--- src/rtl/mips_muldiv_sequencer_if.sv ---
// ----------------------------------------------------------------------------
// mips_muldiv_sequencer_if
//   Bundle between the core control unit and the HI/LO multiply/divide
//   sequencer.
//   master (core side)      : drives op_valid, op, rs_data, rt_data, rd_req
//                             and observes op_ready, busy, stall, done, hi, lo
//   slave  (sequencer side) : the mirror image of master
//   op encoding: 000 MULT, 001 MULTU, 010 DIV, 011 DIVU, 100 MTHI,
//                101 MTLO, 11x reserved
// ----------------------------------------------------------------------------
interface mips_muldiv_sequencer_if #(
  parameter int unsigned WIDTH = 32
);
  logic             op_valid;
  logic [2:0]       op;
  logic [WIDTH-1:0] rs_data;
  logic [WIDTH-1:0] rt_data;
  logic             rd_req;
  logic             op_ready;
  logic             busy;
  logic             stall;
  logic             done;
  logic [WIDTH-1:0] hi;
  logic [WIDTH-1:0] lo;

  modport master (
    output op_valid, op, rs_data, rt_data, rd_req,
    input  op_ready, busy, stall, done, hi, lo
  );

  modport slave (
    input  op_valid, op, rs_data, rt_data, rd_req,
    output op_ready, busy, stall, done, hi, lo
  );
endinterface

--- src/rtl/mips_muldiv_sequencer.sv ---
// ----------------------------------------------------------------------------
// mips_muldiv_sequencer
//   Multi-cycle HI/LO multiply/divide unit. It owns HI/LO, runs a WIDTH-step
//   shift-add multiply or restoring divide on operand magnitudes, and then
//   fixes up the signs in a final cycle. It raises stall while busy whenever
//   the core presents a new op or a MFHI/MFLO read.
//   clk   : rising-edge clock
//   reset : synchronous, active-low
//   bus   : slave side of mips_muldiv_sequencer_if (op/operands in;
//           op_ready, busy, stall, done, hi, lo out)
// ----------------------------------------------------------------------------
module mips_muldiv_sequencer #(
  parameter int unsigned WIDTH = 32
) (
  input  logic                    clk,
  input  logic                    reset,
  mips_muldiv_sequencer_if.slave  bus
);

  localparam int unsigned CW = $clog2(WIDTH + 1);

  typedef enum logic [1:0] {S_IDLE, S_MUL, S_DIV, S_SIGN} state_t;

  state_t           r_state;
  state_t           w_next;
  logic [CW-1:0]    r_cnt;
  logic [WIDTH-1:0] r_acc;     // MUL: upper product half, DIV: partial remainder
  logic [WIDTH-1:0] r_q;       // MUL: multiplier / lower product, DIV: quotient
  logic [WIDTH-1:0] r_b;       // |multiplicand| or |divisor|
  logic             r_is_div;
  logic             r_neg_res; // operand signs differ on a signed op
  logic             r_neg_a;   // signed dividend was negative
  logic             r_done;
  logic [WIDTH-1:0] r_hi;
  logic [WIDTH-1:0] r_lo;

  logic             w_is_arith;
  logic             w_legal;
  logic             w_accept;
  logic             w_signed;
  logic             w_last;
  logic [WIDTH-1:0] w_abs_rs;
  logic [WIDTH-1:0] w_abs_rt;
  logic [WIDTH:0]   w_mul_sum;
  logic [WIDTH:0]   w_shift;
  logic [WIDTH:0]   w_diff;
  logic             w_div_ok;
  logic [2*WIDTH-1:0] w_prod;
  logic [2*WIDTH-1:0] w_prod_neg;
  logic [WIDTH-1:0] w_res_hi;
  logic [WIDTH-1:0] w_res_lo;

  function automatic logic [WIDTH-1:0] neg(input logic [WIDTH-1:0] x);
    return ~x + {{(WIDTH-1){1'b0}}, 1'b1};
  endfunction

  always_comb begin
    w_is_arith = ~bus.op[2];
    w_legal    = w_is_arith || (bus.op[1] == 1'b0);
    w_accept   = bus.op_valid && (r_state == S_IDLE) && w_legal;
    w_signed   = ~bus.op[0];
    w_last     = (r_cnt == CW'(WIDTH - 1));
    // 0x80000000 negates to itself, which read as unsigned is the true magnitude
    w_abs_rs   = (w_signed && bus.rs_data[WIDTH-1]) ? neg(bus.rs_data) : bus.rs_data;
    w_abs_rt   = (w_signed && bus.rt_data[WIDTH-1]) ? neg(bus.rt_data) : bus.rt_data;

    w_mul_sum  = {1'b0, r_acc} + (r_q[0] ? {1'b0, r_b} : '0);
    w_shift    = {r_acc, r_q[WIDTH-1]};
    w_diff     = w_shift - {1'b0, r_b};
    w_div_ok   = ~w_diff[WIDTH];

    w_prod     = {r_acc, r_q};
    w_prod_neg = ~w_prod + {{(2*WIDTH-1){1'b0}}, 1'b1};

    if (r_is_div) begin
      // remainder follows the dividend sign; with a zero divisor the magnitude
      // left in r_acc is |rs|, so this restores rs_data exactly
      w_res_hi = r_neg_a ? neg(r_acc) : r_acc;
      w_res_lo = (r_b == '0) ? '1 : (r_neg_res ? neg(r_q) : r_q);
    end else begin
      {w_res_hi, w_res_lo} = r_neg_res ? w_prod_neg : w_prod;
    end
  end

  // state register
  always_ff @(posedge clk) begin
    if (!reset) r_state <= S_IDLE;
    else        r_state <= w_next;
  end

  // next-state logic
  always_comb begin
    w_next = r_state;
    case (r_state)
      S_IDLE:  if (w_accept && w_is_arith) w_next = bus.op[1] ? S_DIV : S_MUL;
      S_MUL:   if (w_last) w_next = S_SIGN;
      S_DIV:   if (w_last) w_next = S_SIGN;
      S_SIGN:  w_next = S_IDLE;
      default: w_next = S_IDLE;
    endcase
  end

  // outputs
  always_comb begin
    bus.op_ready = (r_state == S_IDLE);
    bus.busy     = (r_state != S_IDLE);
    bus.stall    = (r_state != S_IDLE) && (bus.op_valid || bus.rd_req);
    bus.done     = r_done;
    bus.hi       = r_hi;
    bus.lo       = r_lo;
  end

  // datapath and HI/LO
  always_ff @(posedge clk) begin
    if (!reset) begin
      r_cnt     <= '0;
      r_acc     <= '0;
      r_q       <= '0;
      r_b       <= '0;
      r_is_div  <= 1'b0;
      r_neg_res <= 1'b0;
      r_neg_a   <= 1'b0;
      r_done    <= 1'b0;
      r_hi      <= '0;
      r_lo      <= '0;
    end else begin
      r_done <= (w_accept && !w_is_arith) || (r_state == S_SIGN);
      case (r_state)
        S_IDLE: begin
          if (w_accept && w_is_arith) begin
            r_is_div  <= bus.op[1];
            r_acc     <= '0;
            r_q       <= w_abs_rs;
            r_b       <= w_abs_rt;
            r_cnt     <= '0;
            r_neg_res <= w_signed && (bus.rs_data[WIDTH-1] ^ bus.rt_data[WIDTH-1]);
            r_neg_a   <= w_signed && bus.rs_data[WIDTH-1];
          end else if (w_accept) begin
            if (bus.op[0]) r_lo <= bus.rs_data;
            else           r_hi <= bus.rs_data;
          end
        end
        S_MUL: begin
          // {acc,q} = ({acc + (q[0] ? b : 0), q}) >> 1
          r_acc <= w_mul_sum[WIDTH:1];
          r_q   <= {w_mul_sum[0], r_q[WIDTH-1:1]};
          r_cnt <= r_cnt + CW'(1);
        end
        S_DIV: begin
          r_acc <= w_div_ok ? w_diff[WIDTH-1:0] : w_shift[WIDTH-1:0];
          r_q   <= {r_q[WIDTH-2:0], w_div_ok};
          r_cnt <= r_cnt + CW'(1);
        end
        S_SIGN: begin
          r_hi <= w_res_hi;
          r_lo <= w_res_lo;
        end
        default: ;
      endcase
    end
  end

endmodule
--- src/flat_wrapper.sv ---
// flat-port wrapper written by rule: the top's interface ports become plain ports
module mips_muldiv_sequencer_flat 
#(
  parameter int unsigned WIDTH = 32
)
  (clk, reset, bus_op_valid, bus_op, bus_rs_data, bus_rt_data, bus_rd_req, bus_op_ready, bus_busy, bus_stall, bus_done, bus_hi, bus_lo);
  mips_muldiv_sequencer_if #(.WIDTH(WIDTH)) bus_i ();
  input  logic clk;
  input  logic reset;
  input wire logic [$bits(bus_i.op_valid)-1:0] bus_op_valid;
  input wire logic [$bits(bus_i.op)-1:0] bus_op;
  input wire logic [$bits(bus_i.rs_data)-1:0] bus_rs_data;
  input wire logic [$bits(bus_i.rt_data)-1:0] bus_rt_data;
  input wire logic [$bits(bus_i.rd_req)-1:0] bus_rd_req;
  output wire logic [$bits(bus_i.op_ready)-1:0] bus_op_ready;
  output wire logic [$bits(bus_i.busy)-1:0] bus_busy;
  output wire logic [$bits(bus_i.stall)-1:0] bus_stall;
  output wire logic [$bits(bus_i.done)-1:0] bus_done;
  output wire logic [$bits(bus_i.hi)-1:0] bus_hi;
  output wire logic [$bits(bus_i.lo)-1:0] bus_lo;
  assign bus_i.op_valid = bus_op_valid;
  assign bus_i.op = bus_op;
  assign bus_i.rs_data = bus_rs_data;
  assign bus_i.rt_data = bus_rt_data;
  assign bus_i.rd_req = bus_rd_req;
  assign bus_op_ready = bus_i.op_ready;
  assign bus_busy = bus_i.busy;
  assign bus_stall = bus_i.stall;
  assign bus_done = bus_i.done;
  assign bus_hi = bus_i.hi;
  assign bus_lo = bus_i.lo;
  mips_muldiv_sequencer #(.WIDTH(WIDTH)) u_core (.clk(clk), .reset(reset), .bus(bus_i));
endmodule
--- config.mk ---
export PLATFORM = sky130hd
export DESIGN_NAME = mips_muldiv_sequencer_flat
export DESIGN_NICKNAME = d
export VERILOG_FILES = /design/src/rtl/mips_muldiv_sequencer_if.sv /design/src/rtl/mips_muldiv_sequencer.sv /design/src/flat_wrapper.sv
export SDC_FILE = /design/constraint.sdc
export NUM_CORES = 1
export LEC_CHECK = 0
export ABC_AREA = 1
export CAP_MARGIN = 20
export CORE_MARGIN = 1
export CORE_UTILIZATION = 47
export CTS_BUF_LIST = sky130_fd_sc_hd__clkbuf_8
export DETAILED_ROUTE_END_ITERATION = 7
export PLACE_DENSITY = 0.7
export SKIP_LAST_GASP = 1
export SYNTH_ARGS = -nofsm -noshare
export SYNTH_HDL_FRONTEND = slang
export SYNTH_SLANG_ARGS = --single-unit
--- constraint.sdc ---
create_clock -name clk -period 5.1 [get_ports clk]
set_clock_uncertainty 0.1 [all_clocks]
set_input_delay 1.02 -clock clk [delete_from_list [all_inputs] [get_ports clk]]
set_output_delay 1.02 -clock clk [all_outputs]
set_load 0.005 [all_outputs]
==> run metrics <==
Pwr Density around 350 nW/um^2; period utilization 0.665; Sw Ratio 0.527; post-CTS setup buffer count 0; Int Power 3.09 mW; die area around 37000 um^2; pre-CTS WS between 1 and 1.5 ns; clk root buf clkbuf_8; DRC viols 0; final slew viol count 0; mapped cell area 16800 um^2; antenna viol nets, final 0; kind of critical path flop to flop; top cell type's share of synthesized area 0.205; outcome complete, no violations; Boundary Pins 139; first-pass GRT wire length 107000 um; Post-synth top flop dfxtp_1; Die Height 191 um; Ant. Diodes 0; WP buf/inv 2; Hold Path Class flop to flop; fin crit period about 3.4 ns; RSZ-0062 raised after global routing false; final setup fails 0; Sum Neg Setup Slack 0 ns; max_slew headroom 0.254; initial antenna violation count 2; Setup crit end kind flop; WL per Instance approximately 20 um; reg2reg path depth 19; clock power share 0.152; Psw between 3 and 4 mW; Syn Inst Count 2989; # rows 68; fin worst setup slack 1.71 ns; Skew-Pair Late Insertion Delay 0.51 ns; Mean Syn Cell Area 5.63 um^2; Levels on crit path 19; DR iter-0 viols approximately 2700; Vias 20800; max cap viols 0; count of unique library cells instantiated by Yosys 49; Pre-Repair DR Iteration Count 6; gr usage total 0.381; fin area 18900 um^2; family with the most delay on the worst path simple AND/OR/NAND/NOR gates; #FFs+latches synth 172; Hold Buf Count CTS 0; actual slew at the worst max-slew pin 1.12 ns; share of flip-flops with an asynchronous set or reset 0; HPWL Detailed 55800 um; largest buffer count on any clock path 2; hold_ws roughly 0.35 ns; vias in the first global route 18400; number of flops mapped to enable cells by yosys 0; initial core utilization 0.482; Die Wd between 150 and 200 um; number of vias per cell 5.91; most frequent cells after synthesis nand2_1, inv_1, nor2_1, a21oi_1, o21ai_0; nets around 3200; Post-CTS Resized 0; Max Clock Freq ~300 MHz; CTS tree built; # H-tree levels 4; CP peak stage delay 0.49 ns; Clk pin slew, worst setup/hold paths 0.10 ns; dpl cell area 18500 um^2; register area share after synthesis 0.205; number of synthesis warnings 0; Final Hold Fails 0; Num CTS Buffers 17; worst-path cell chain inv_1, ha_1, fa_1, inv_1, nand2_1, nand2_1, nand3_2, nand2_4, nand2_4, nand2_4, nand2_4, nand2_2, nand2_4, nand2_2, nand2_1, nand3_1, nand2_1, nand2_1, a21oi_1; Final Wtd Congestion 1.03; pin count of the biggest net entering global routing approximately 110; Layout fillers around 3800; layout cell share with drive strength beyond 1 0.0440; Leakage Power 9.21 nW; Flop pwr share 0.276; crit start category flop; synthesized netlist net count 3136; most frequent cell after synthesis nand2_1; CP arrival ~3.7 ns; P&R area growth vs syn 12.4%; Comb power frac 0.572; Port Buffer Count 138; CP Max Fanout 29; Peak VDD IR 0.320 mV; core area 34900 um^2; Post-Route WL 70100 um; top post-synthesis cells by area dfxtp_1, nand2_1, a21oi_1; clk sinks between 150 and 200; Worst EP required 5.37 ns; hold depth 2; cell taking the most area after synthesis dfxtp_1; Final Power ~6.5 mW; critical path's slowest cell nand2_2; grt ovf 0
[flip-flops by register name, summed over array words and instances, names as in the netlist]
signal and flops:
u_core.r_neg_res 1, u_core.r_acc 32, u_core.r_neg_a 1, u_core.bus.lo 32
u_core.r_q 32, u_core.bus.hi 32, u_core.r_b 32, u_core.r_cnt 6
u_core.r_state 2, u_core.r_is_div 1, u_core.bus.done 1
[metal layers]
metal	share of wire	GRT usage
met1	0.46	0.577
met2	0.40	0.546
met3	0.11	0.0644
met4	0.024	0.0983
met5	0.00037	0
[metrics by stage]
step / std cells / util
after floorplan: 2989 / -
after global placement: 3492 / 0.530
after detailed placement: 3492 / 0.530
after CTS: 3524 / 0.541
after global routing: 3525 / 0.542
final: 3525 / 0.542
[final cells by class]
| class | instances | area (um^2) | area share |
|---|---|---|---|
| clock buffers | 18 | 248 | 0.0131 |
| well taps | 455 | 569 | 0.0301 |
| inverters | 387 | 1450 | 0.0768 |
| flip-flops and latches | 172 | 3440 | 0.182 |
| clock inverters | 14 | 133 | 0.00701 |
| multi-input cells | 2318 | 11500 | 0.608 |
| repair buffers | 161 | 1570 | 0.0830 |
[logic make-up (layout without fill, tap and decap cells)]
logic type      Yosys count  after routing  synth area share
flops                   172            172             0.205
simple gates           1522           1522             0.381
compound gates          668            668             0.217
buf+inv                 499            580             0.113
xor+xnor                 52             52            0.0271
fa+ha+maj                76             76            0.0574
[path summary, 6_finish.rpt]
path                                      start          endpoint  slack [ns]
worst max-delay path             u_core.r_q[31]  u_core.r_acc[19]        1.71
worst min-delay path            u_core.r_cnt[4]   u_core.r_cnt[4]        0.35
worst max register to register   u_core.r_q[31]  u_core.r_acc[19]        1.71
worst min register to register  u_core.r_cnt[4]   u_core.r_cnt[4]        0.35
[tightest hold or removal path, cell delays in order, from the launching register on]
cell and delay [ns]:
dfxtp_1 0.32, inv_1 0.05, a21oi_1 0.05
[layout by cell type (no fill, tap or decap), types with 6 or more instances in the layout]
cell type,count
o22ai_1,30
a21o_1,9
nand2_1,823
buf_4,22
ha_1,72
dfxtp_1,172
a221oi_1,11
xor2_1,38
inv_2,16
clkbuf_8,18
or2_2,12
a21oi_2,11
nor4_1,9
nand2_4,6
inv_1,370
nor2_1,317
nand3b_1,17
nand4_1,33
clkdlybuf4s50_1,137
o211ai_1,14
nor3_1,39
nor2_2,12
nand2_2,12
a21oi_1,291
nand3_1,230
o21ai_0,252
xnor2_1,14
o31ai_1,7
a31oi_1,17
o21a_1,7
[power by group through the flow]
stage	sequential, mW	clock [mW]	combinational [mW]
finish	1.81	0.993	3.74
global route	1.82	1.06	4.04
CTS	1.79	1.00	3.59
detailed placement	1.82	0	3.57
global placement	1.82	0	3.53
floorplan	1.74	0	2.39
Note: power is estimated with default switching activity, not from simulation.
